$ cat src/rtl/muldiv_unit.sv
// Iterative RV32M multiply/divide unit: radix-2 shift-add multiply and restoring
// divide on operand magnitudes, one step per clock, with a one-cycle path for div-by-zero/overflow.
module muldiv_unit #(
  parameter  int WIDTH = 32,
  localparam int CNT_W = $clog2(WIDTH) + 1
) (
  input  logic             clk,
  input  logic             rst,
  input  logic             MD_START_i,
  input  logic             MD_ABORT_i,
  input  logic [2:0]       MD_OP_i,
  input  logic [WIDTH-1:0] MD_RS1_i,
  input  logic [WIDTH-1:0] MD_RS2_i,
  output logic [WIDTH-1:0] MD_RD_o,
  output logic             MD_BUSY_o,
  output logic             MD_DONE_o,
  output logic [2:0]       dbg_state
);

  typedef enum logic [2:0] {
    S_IDLE    = 3'd0,
    S_ABS     = 3'd1,
    S_CALC    = 3'd2,
    S_FINISH  = 3'd3,
    S_SPECIAL = 3'd4
  } state_t;

  localparam logic [WIDTH-1:0] MIN_NEG = {1'b1, {(WIDTH-1){1'b0}}};

  // Handshake: MD_START_i is accepted only in IDLE, when MD_ABORT_i is low and
  // no DONE pulse is showing; MD_DONE_o marks MD_RD_o valid for that one cycle
  // and is never high together with MD_BUSY_o.
  state_t           state_q, state_d;
  logic [2:0]       op_q;
  logic [WIDTH-1:0] a_q, hi_q, lo_q, rd_q;
  logic             neg_q, rneg_q, done_q;
  logic [CNT_W-1:0] cnt_q;

  logic             launch, special_in, last_iter;
  logic             rs1_signed, rs2_signed, s1, s2, fits;
  logic [WIDTH-1:0] abs1, abs2, fin_res, spec_res;
  logic [WIDTH:0]   msum, rsh, rdiff;
  logic [2*WIDTH-1:0] prod, prod_c;

  assign special_in = MD_OP_i[2] && ((MD_RS2_i == '0) ||
                      (!MD_OP_i[0] && (MD_RS1_i == MIN_NEG) && (MD_RS2_i == '1)));
  assign launch     = (state_q == S_IDLE) && MD_START_i && !MD_ABORT_i && !done_q;
  assign last_iter  = (cnt_q == CNT_W'(WIDTH - 1));

  always_ff @(posedge clk) begin : state_reg
    if (rst) state_q <= S_IDLE;
    else     state_q <= state_d;
  end

  always_comb begin : next_state
    state_d = state_q;
    case (state_q)
      S_IDLE:    if (launch) state_d = special_in ? S_SPECIAL : S_ABS;
      S_ABS:     state_d = S_CALC;
      S_CALC:    if (last_iter) state_d = S_FINISH;
      S_FINISH:  state_d = S_IDLE;
      S_SPECIAL: state_d = S_IDLE;
      default:   state_d = S_IDLE;
    endcase
    if (MD_ABORT_i) state_d = S_IDLE;
  end

  always_comb begin : outputs
    MD_BUSY_o = (state_q != S_IDLE);
    dbg_state = state_q;
  end

  assign MD_RD_o   = rd_q;
  assign MD_DONE_o = done_q;

  // Before ABS, a_q holds raw RS1 and lo_q raw RS2; signs are taken from those.
  always_comb begin : dp_comb
    rs1_signed = (op_q == 3'b001) || (op_q == 3'b010) || (op_q == 3'b100) || (op_q == 3'b110);
    rs2_signed = (op_q == 3'b001) || (op_q == 3'b100) || (op_q == 3'b110);
    s1    = rs1_signed && a_q[WIDTH-1];
    s2    = rs2_signed && lo_q[WIDTH-1];
    abs1  = s1 ? -a_q : a_q;
    abs2  = s2 ? -lo_q : lo_q;
    msum  = {1'b0, hi_q} + (lo_q[0] ? {1'b0, a_q} : {(WIDTH+1){1'b0}});
    rsh   = {hi_q, lo_q[WIDTH-1]};
    rdiff = rsh - {1'b0, a_q};
    fits  = !rdiff[WIDTH];
    prod  = {hi_q, lo_q};
    prod_c = neg_q ? -prod : prod;
    case (op_q)
      3'b000:                 fin_res = prod_c[WIDTH-1:0];
      3'b001, 3'b010, 3'b011: fin_res = prod_c[2*WIDTH-1:WIDTH];
      3'b100, 3'b101:         fin_res = neg_q ? -lo_q : lo_q;
      default:                fin_res = rneg_q ? -hi_q : hi_q;
    endcase
    if (lo_q == '0) spec_res = op_q[1] ? a_q : '1;
    else            spec_res = op_q[1] ? '0 : a_q;
  end

  always_ff @(posedge clk) begin : datapath
    if (rst) begin
      op_q   <= '0;
      a_q    <= '0;
      hi_q   <= '0;
      lo_q   <= '0;
      rd_q   <= '0;
      neg_q  <= 1'b0;
      rneg_q <= 1'b0;
      cnt_q  <= '0;
    end else begin
      case (state_q)
        S_IDLE: if (launch) begin
          op_q  <= MD_OP_i;
          a_q   <= MD_RS1_i;
          lo_q  <= MD_RS2_i;
          hi_q  <= '0;
          cnt_q <= '0;
        end
        S_ABS: begin
          neg_q  <= s1 ^ s2;
          rneg_q <= s1;
          cnt_q  <= '0;
          // Divide keeps the divisor in a_q and shifts the dividend through lo_q.
          if (op_q[2]) begin
            a_q  <= abs2;
            lo_q <= abs1;
          end else begin
            a_q  <= abs1;
            lo_q <= abs2;
          end
        end
        S_CALC: begin
          cnt_q <= cnt_q + 1'b1;
          if (op_q[2]) begin
            hi_q <= fits ? rdiff[WIDTH-1:0] : rsh[WIDTH-1:0];
            lo_q <= {lo_q[WIDTH-2:0], fits};
          end else begin
            hi_q <= msum[WIDTH:1];
            lo_q <= {msum[0], lo_q[WIDTH-1:1]};
          end
        end
        S_FINISH:  if (!MD_ABORT_i) rd_q <= fin_res;
        S_SPECIAL: if (!MD_ABORT_i) rd_q <= spec_res;
        default: ;
      endcase
    end
  end

  always_ff @(posedge clk) begin : done_reg
    if (rst) done_q <= 1'b0;
    else     done_q <= !MD_ABORT_i && ((state_q == S_FINISH) || (state_q == S_SPECIAL));
  end

endmodule

$ cat config.mk
export PLATFORM = sky130hd
export DESIGN_NAME = muldiv_unit
export DESIGN_NICKNAME = d
export VERILOG_FILES = /design/src/rtl/muldiv_unit.sv
export SDC_FILE = /design/constraint.sdc
export NUM_CORES = 1
export LEC_CHECK = 0
export BUFFER_PORTS_ARGS = -buffer_cell sky130_fd_sc_hd__buf_2
export CAP_MARGIN = 25
export CORE_ASPECT_RATIO = 1.5
export CORE_MARGIN = 4
export CORE_UTILIZATION = 35
export DETAILED_ROUTE_END_ITERATION = 8
export GPL_TIMING_DRIVEN = 0
export PLACE_DENSITY_LB_ADDON = 0.2
export RECOVER_POWER = 50
export SETUP_SLACK_MARGIN = 0.05
export SYNTH_ARGS = -nofsm -noshare
export SYNTH_HDL_FRONTEND = slang
export SYNTH_SLANG_ARGS = --single-unit
$ cat constraint.sdc
create_clock -name clk -period 5.93 [get_ports clk]
set_input_delay 0.8895 -clock clk [delete_from_list [all_inputs] [get_ports clk]]
set_output_delay 0.8895 -clock clk [all_outputs]
set_load 0.01 [all_outputs]
# Word-level counts from Yosys, hierarchy flattened
# Index checks and enable logic that the tools add are counted.
[op_classes]
muxes = 30
n_bitwise = 1
n_eq_ne = 17
n_reduce_logical = 38
addsub = 7
[op_table]
columns = ["operator", "n"]
rows = [
  ["$mux 32", 18],
  ["$pmux 32 s2", 3],
  ["$pmux 32 s3", 2],
  ["$neg 32->32", 3],
  ["$eq 32x32->1 const B", 2],
  ["$logic_not 32->1", 2],
  ["$mux 64", 1],
  ["$neg 64->64", 1],
  ["$add 32x32->33", 1],
  ["$sub 33x32->33", 1],
  ["$pmux 6 s3", 1],
  ["$eq 3x2->1 const B", 4],
  ["$eq 3x3->1 const B", 4],
  ["$reduce_and 2->1", 5],
  ["$logic_and 1x1->1", 9],
  ["$mux 3", 3],
  ["$pmux 3 s3", 1],
  ["$ne 2x2->1 const B", 4],
  ["$logic_or 1x1->1", 7],
  ["$add 6x1->6 const B", 1],
  ["$eq 3x1->1 const B", 2],
  ["$eq 6x5->1 const B", 1],
  ["$logic_not 3->1", 2],
  ["$mux 6", 1],
  ["7 further kinds", 14],
]
[totals]
out_inout_bits = 37
ff_bits = 143
in_bits = 71
word_cells = 103

# Longest topological paths before layout
# Gate-level depths: netlist (run 1).
[logic_depth]
word_depth = 8
ltp_mapped = 16
ltp_nobuf = 15

# Worst setup path before layout (run 1)
# No wires, ideal clock.
[synth_path]
kind = "flip-flop to flip-flop"
from = "register lo_q[31]"
to = "register hi_q[10]"
stages_incl_launch_ff = 15
slack_ns = 2.088
period_less_slack_ns = 3.842
n_path_buf = 2
arrival_time_ns = 3.714
setup_ns = 0.129
required_ns = 5.801
cell_sequence = "dfxtp_1 -> inv_1 -> ha_1 -> fa_1 -> nor2b_1 -> o31ai_1 -> a31oi_1 -> o21ai_0 -> o31a_1 -> o31ai_1 -> xor2_1 -> clkbuf_1 -> buf_2 -> mux2i_1 -> o21ai_0"
[synth_via]
elab_chain_len = 4
[synth_rtl]
columns = ["item", "line", "rtl"]
rows = [
  ["start: declaration", "35", "logic [WIDTH-1:0] a_q, hi_q, lo_q, rd_q;"],
  ["start signal: assignment", "115", "lo_q <= MD_RS2_i;"],
  ["start signal: assignment", "126", "lo_q <= abs1;"],
  ["start signal: assignment", "129", "lo_q <= abs2;"],
  ["$sub 33x32->33", "86", "rdiff = rsh - {1'b0, a_q};"],
  ["$mux 32", "135", "hi_q <= fits ? rdiff[WIDTH-1:0] : rsh[WIDTH-1:0];"],
  ["$mux 32", "134", "if (op_q[2]) begin"],
  ["$pmux 32 s2", "111", "case (state_q)"],
  ["end signal: assignment", "135", ""],
  ["end signal: assignment", "138", "hi_q <= msum[WIDTH:1];"],
  ["end: declaration", "35", ""],
]
# Every way passes these cells.
# A chain may end at the register's enable or synchronous reset.

# Worst setup path after layout (run 1)
[layout_path]
from = "register lo_q[0]"
to = "register rd_q[10], in the netlist MD_RD_o[10]"
[layout_via]
elab_chain_len = 5
elab_cells_between_ends = 10
cone_classes = "add/sub: 2; mux: 7; reduce/logical: 1"
[layout_rtl]
columns = ["item", "line", "rtl"]
rows = [
  ["$neg 64->64 or $neg 32->32 (tied branches)", "89, 93", ""],
  ["$mux 64 or $mux 32 (tied branches)", "89, 93", ""],
  ["$pmux 32 s3", "90", "case (op_q)"],
  ["$mux 32", "142", "S_FINISH: if (!MD_ABORT_i) rd_q <= fin_res;"],
  ["$pmux 32 s2 *", "111", ""],
  ["end signal: assignment", "142", ""],
  ["end signal: assignment", "143", "S_SPECIAL: if (!MD_ABORT_i) rd_q <= spec_res;"],
  ["end: declaration", "35", ""],
]
# Mark *: on every way between the ends. The rest lies on a longest branch, timed or not. The select of a mux whose other input is x is not followed.

==> flow_summary.ini, run 1 <==
[status]
status = completed

[synthesis]
syn_inst = 2122
ys_types = 75
ys_ff_latch = 143
syn_nets = 2263
yosysWarnings = 0
yosys.area.top_type_share_pct = 19.1
yosysSeqAreaShare_pct = 19.1
syn_area_um2 = 15000
syn_avg_cell_area_um2 = 7.07
synth_largest_area_cell = dfxtp_1
ys_async_sr_fraction_pct = 0
synthTopCellsByArea = dfxtp_1 19%, nor2_1 6.0%, a21oi_1 6.0%
synth_edf_count = 0
synth_flop_cell = dfxtp_1

[drt]
wl_mm = 85.2
first_pass_iters = 5
ant_nets = 0
route.vias.total = 17800
wl_per_cell_um = 30.0
drc = 0
first_iter_violations = 1699
vias_per_cell = 6.28

[global_routing]
global_route.overflow_total = 0
met2_usage_pct = 62.3
grt_max_degree = 17
top_usage_layer = met2
antenna_found_initial = 1
globalRouteTotalUtil_pct = 35.6
grt_pass1_vias = 17500
gr-usage-met1_pct = 37.1
grt_pass1_wl_mm = 120
met3_usage_pct = 5.49

[worst_setup_path]
critPathMaxFanout = 10
cp_cell_sequence = clkinv_1 -> clkbuf_1 -> ha_1 -> nor3b_1 -> nand4_1 -> or4_1 -> clkbuf_1 -> nand2b_1 -> clkbuf_1 -> maj3_1 -> a211oi_1 -> a21oi_1 -> nor2_1
critPathKind = register to register
crit_top_cell = clkbuf_1
crit_arrival_ns = 6.31
cpMaxStageDelayCell = a211oi_1
start_kind = register
crit_path_end_kind = register
critPathRequiredTime_ns = 6.34
max_stage_delay_ns = 0.97

[finish]
drive_gt1_share_pct = 6.60
syn2layout_area_growth_pct = 13.4
fillers = 4675
nets = 2402
num_antenna_cells = 0

[power_and_ir_drop]
p_leak_nw = 6.20
power.share.clock_pct = 37.5
internal_power_w = 0.00209
power.switching_w = 0.00135
combPwrFrac_pct = 32.0
power.density_nw_per_um2 = 202
pwr-share-seq_pct = 30.5
power_w = 0.00344
switching_share_pct = 39.2
ir_drop_uv = 235

[floorplan]
start_util_pct = 35.5
rows = 92
die_w_um = 177
ioPinCount = 108
die_area_um2 = 46300
core_area_um2 = 42200
die_height_um = 262

[sta]
rsz0062_at_grt = yes
slew_headroom_pct = 18.7
fmax_mhz = 169
timing.final.crit_share_pct = 99.6
finalClockSkew_ns = 0.0137
holdWs_ns = 0.457
setup_ws_ns = 0.0248
timing.setup.tns_ns = 0
min_period_ns = 5.91
finalSetupViolCount = 0
tightest_slew_ns = 1.22
hold_viol_final = 0
slew_viol_final = 0

[clocking]
cts.sinks = 143
holdBufCountCts = 0
cts_buffers = 17
h-tree-depth = 4
path_clk_slew_ns = 0.08
post_cts_buffers = 0
cts_tree = built
clk_path_buf_depth = 2
clock_latency_ns = 0.48
cts_root_buf = clkbuf_16

[hold_path]
min_path_type = register to register

[placed_design]
io_buffers = 106
place.gp.congestion = 1.03
place_hpwl_mm = 69.0
pre_cts_slack_ns = -0.0790

[flow_run]
drv_cap = 0
==> layout by cell type (no fill, tap or decap), drive strengths merged, types with 34 or more instances in the layout <==
cell    netlist  final
a211oi       84     84
a21oi       179    179
buf          19     95
clkbuf      155    216
dfxtp       143    143
ha           68     68
inv          53     57
mux2i        53     53
nand2       206    206
nor2        240    240
nor3         45     45
nor4         34     34
o21ai       146    146
xnor2        99     99
xor2         83     83
==> timing repair <==
action | 4_1_cts | 5_1_grt
setup endpoints to repair | 5 | 2
cloned | 0 | 0
resized for setup | 2 | 2
==> sequential cells by signal, summed over array words and instances, names as in the netlist <==
name and cells:
rneg_q 1, neg_q 1, a_q 32, MD_RD_o 32
op_q 3, lo_q 32, hi_q 32, dbg_state 3
MD_DONE_o 1, cnt_q 6
==> through the flow <==
stage | instance area (um^2) | std cells | utilization (%)
6_report | 17000 | 2838 | 40.3
2_1_floorplan | 15000 | 2122 | -
3_5_place_dp | 16400 | 2803 | 38.8
5_1_grt | 17000 | 2838 | 40.3
4_1_cts | 17000 | 2835 | 40.3
3_3_place_gp | 16200 | 2792 | 38.4
==> logic make-up after synthesis <==
family	synth area share [%]
compound gates	31.0
simple gates	21.5
buf+inv	6.01
xor+xnor	10.6
flops	19.1
fa+ha+maj	7.27
mux	4.44
==> per-layer routing <==
layer / wire length (um) / vias to the layer above
met5: 0 / -
met4: 8690 / 0
met3: 5290 / 331
met2: 41300 / 915
met1: 30000 / 8493
li1: - / 8096
==> worst max-delay path, delay by kind of cell (launching register included) <==
kind | cells | cell delay, ns
buffers and inverters | 4 | 1.61
AND/OR/NAND/NOR | 5 | 1.89
flip-flops | 1 | 0.42
AO/OA/AOI/OAI | 2 | 1.05
adder cells (fa/ha/maj) | 2 | 0.84
==> layout make-up <==
type | instances | area, um^2 | area share, %
Multi-Input combinational cell | 1744 | 11300 | 66.2
Sequential cell | 143 | 2860 | 16.8
Tap cell | 564 | 706 | 4.15
Buffer | 174 | 674 | 3.97
Timing Repair Buffer | 120 | 614 | 3.61
Clock buffer | 17 | 425 | 2.50
Clock inverter | 15 | 233 | 1.37
Inverter | 61 | 229 | 1.35
==> worst paths after layout <==
kind | slack, ns | cells past startpoint | to | from
max | 0.02 | 13 | MD_RD_o[10] | lo_q[0]
min | 0.46 | 2 | MD_RD_o[14] | MD_RD_o[14]
max reg2reg | 0.02 | 13 | MD_RD_o[10] | lo_q[0]
min reg2reg | 0.46 | 2 | MD_RD_o[14] | MD_RD_o[14]
==> cell usage after synthesis (8+ instances only) <==
cell       count
a2111oi_0      8
or3_1         18
a21oi_1      179
nand4_1       21
nor2_1       240
and3_1         9
nand2b_1      19
a21o_1        28
o211ai_1      30
buf_1         14
dfxtp_1      143
o21a_1        16
nor4_1        34
or2_2          8
and2_1         9
or4_1         12
clkinv_1       8
mux2_2        12
a22oi_1       25
a311oi_1      12
maj3_1        20
a211oi_1      84
a31oi_1       22
a41oi_1        8
inv_1         53
ha_1          68
o22ai_1       25
a221oi_1      28
nor3_1        45
a221o_1       11
xnor2_1       99
nor2b_1       18
mux2i_1       53
clkbuf_1     155
o21ai_0      144
xor2_1        83
o31ai_1       29
nand3_1       26
o221ai_1      17
nand2_1      206
==> power by group through the flow <==
| stage | clock [W] | combinational [W] | sequential, W |
|---|---|---|---|
| floorplan | 0 | 0.000657 | 0.00105 |
| finish | 0.00129 | 0.00110 | 0.00105 |
| global placement | 0 | 0.00105 | 0.00107 |
| global route | 0.00133 | 0.00115 | 0.00105 |
| detailed placement | 0 | 0.00106 | 0.00107 |
| CTS | 0.00129 | 0.00107 | 0.00105 |
No activity file was read; power rests on OpenSTA's default activity.
==> inputs of run 2 (changes only) <==
CELL_PAD_IN_SITES_DETAIL_PLACEMENT = 0   (was not set)
CELL_PAD_IN_SITES_GLOBAL_PLACEMENT = 1   (was not set)
SLEW_MARGIN = 5   (was not set)
clock period = 6.8 ns   (was 5.93 ns; I/O delays follow)
==> run 2 against run 1 <==
Compared with the run above: sequential power decreased by 13%; core utilization down 0.11 points; maximum frequency is 1.4% higher; critical endpoint is now MD_RD_o[14]; largest power group unchanged; highest routed layer unchanged.
==> flow_summary.ini, run 2 (synthesis gave the netlist of run 1 again) <==
[finish]
drive_gt1_share_pct = 6.39
mostFrequentLayoutCell = nor2_1
syn2layout_area_growth_pct = 13.1
nets = 2397
fin_area_um2 = 17000
stdcell_count = 2834
final_cell_mix = 240 x nor2_1, 206 x nand2_1, 196 x clkbuf_1, 179 x a21oi_1, 145 x o21ai_0

[drt]
vias_per_cell = 6.29
first_iter_violations = 1645
wl_per_cell_um = 30.1
wl_mm = 85.3
ant_nets = 0
drc = 0
first_pass_iters = 6
route.vias.total = 17800

[placed_design]
dp_cells = 2800
io_buffers = 106
place.gp.congestion = 1.04
placed_area_um2 = 16400
place_hpwl_mm = 68.7

[clocking]
cts_buffers = 17
cts.sinks = 143
post_cts_buffers = 0
clock_latency_ns = 0.47
path_clk_slew_ns = 0.07
cts_tree = built
clk_path_buf_depth = 2
cts_root_buf = clkbuf_16
cts-resized-gates = 0
holdBufCountCts = 0
h-tree-depth = 4

[sta]
hold_viol_final = 0
min_period_ns = 5.82
slew_headroom_pct = 21.1
timing.final.crit_share_pct = 85.6
tightest_slew_ns = 1.18
fmax_mhz = 172
rsz0062_at_grt = no
timing.setup.tns_ns = 0
finalSetupViolCount = 0
finalClockSkew_ns = 0.0133
slew_viol_final = 0

[flow_run]
drv_cap = 0

[global_routing]
grt_max_degree = 17
global_route.overflow_total = 0
grt_pass1_wl_mm = 120
grt_pass1_vias = 17500
antenna_found_initial = 1
globalRouteTotalUtil_pct = 35.8

[power_and_ir_drop]
power_w = 0.00297
power.density_nw_per_um2 = 175
p_leak_nw = 6.17
ir_drop_uv = 196

[worst_setup_path]
regToRegEndpoint = MD_RD_o[14]
ff2ff_setup_slack_ns = 0.98
cpMaxStageDelayCell = clkbuf_1
critPathRequiredTime_ns = 7.18
rr_worst_depth = 15
critPathMaxFanout = 10
cp_cell_sequence = clkinv_1 -> clkbuf_1 -> ha_1 -> nor3b_1 -> nand4_1 -> or4_1 -> clkbuf_1 -> nand2b_1 -> clkbuf_1 -> clkbuf_1 -> a21oi_1 -> a21oi_1 -> o22ai_1 -> nand2_1 -> a21oi_1
crit_top_cell = clkbuf_1
crit_arrival_ns = 6.20
start_kind = register
rr_startpoint = lo_q[0]
path_delay_family = buffers and inverters
crit_path_end_kind = register
max_stage_delay_ns = 0.65
critPathBufInv = 5
critPathKind = register to register

[floorplan]
start_util_pct = 35.5
rows = 92
die_area_um2 = 46300
core_area_um2 = 42200
die_height_um = 262
die_w_um = 177
ioPinCount = 108

[hold_path]
hold_start = MD_RD_o[28]
min_path_type = register to register
hold_depth = 2
whs_endpoint = MD_RD_o[28]

[status]
status = completed
==> run 2: worst reg2reg max path: stages (launching register included) <==
cell and delay [ns]:
dfxtp_1 0.42, clkinv_1 0.31, clkbuf_1 0.65, ha_1 0.36, nor3b_1 0.50, nand4_1 0.43, or4_1 0.51, clkbuf_1 0.22
nand2b_1 0.35, clkbuf_1 0.43, clkbuf_1 0.50, a21oi_1 0.27, a21oi_1 0.06, o22ai_1 0.49, nand2_1 0.11, a21oi_1 0.13
==> run 2: power breakdown <==
| group | switching, W | internal [W] |
|---|---|---|
| clock network | 0.000471 | 0.000632 |
| registers | 0.0000400 | 0.000876 |
| logic | 0.000666 | 0.000287 |
==> run 2: layout make-up <==
class                           instances  area [um^2]
Timing Repair Buffer                  115          588
Sequential cell                       143         2860
Clock buffer                           18          439
Buffer                                174          672
Fill cell                            4680        25300
Inverter                               61          229
Clock inverter                         14          204
Tap cell                              564          706
Antenna cell                            1         2.50
Multi-Input combinational cell       1744        11300
==> run 2: how the worst max path moves through the flow <==
stage                  start          end  slack (ns)  cells past startpoint
CTS                  lo_q[0]  MD_RD_o[10]        1.07                     13
finish               lo_q[0]  MD_RD_o[14]        0.98                     15
detailed placement   lo_q[0]  MD_RD_o[10]        1.09                     13
global route         lo_q[0]  MD_RD_o[10]        0.85                     13
global placement    lo_q[31]     hi_q[27]        0.42                     15
floorplan           lo_q[31]     hi_q[10]        2.96                     14
==> run 2: metrics by stage <==
stage	hold WS (ns)	util [%]	setup WS, ns
global route	0.485	40.1	0.853
global placement	0.444	38.4	0.422
detailed placement	0.452	38.7	1.09
floorplan	0.445	-	2.96
finish	0.462	40.1	0.977
CTS	0.461	40.3	1.07
==> run 2: routing by layer <==
metal | global-route usage (%) | share of wire, %
met1 | 37.7 | 36
met2 | 62.0 | 48
met3 | 5.07 | 5.8
met4 | 30.9 | 11
met5 | 0 | 0
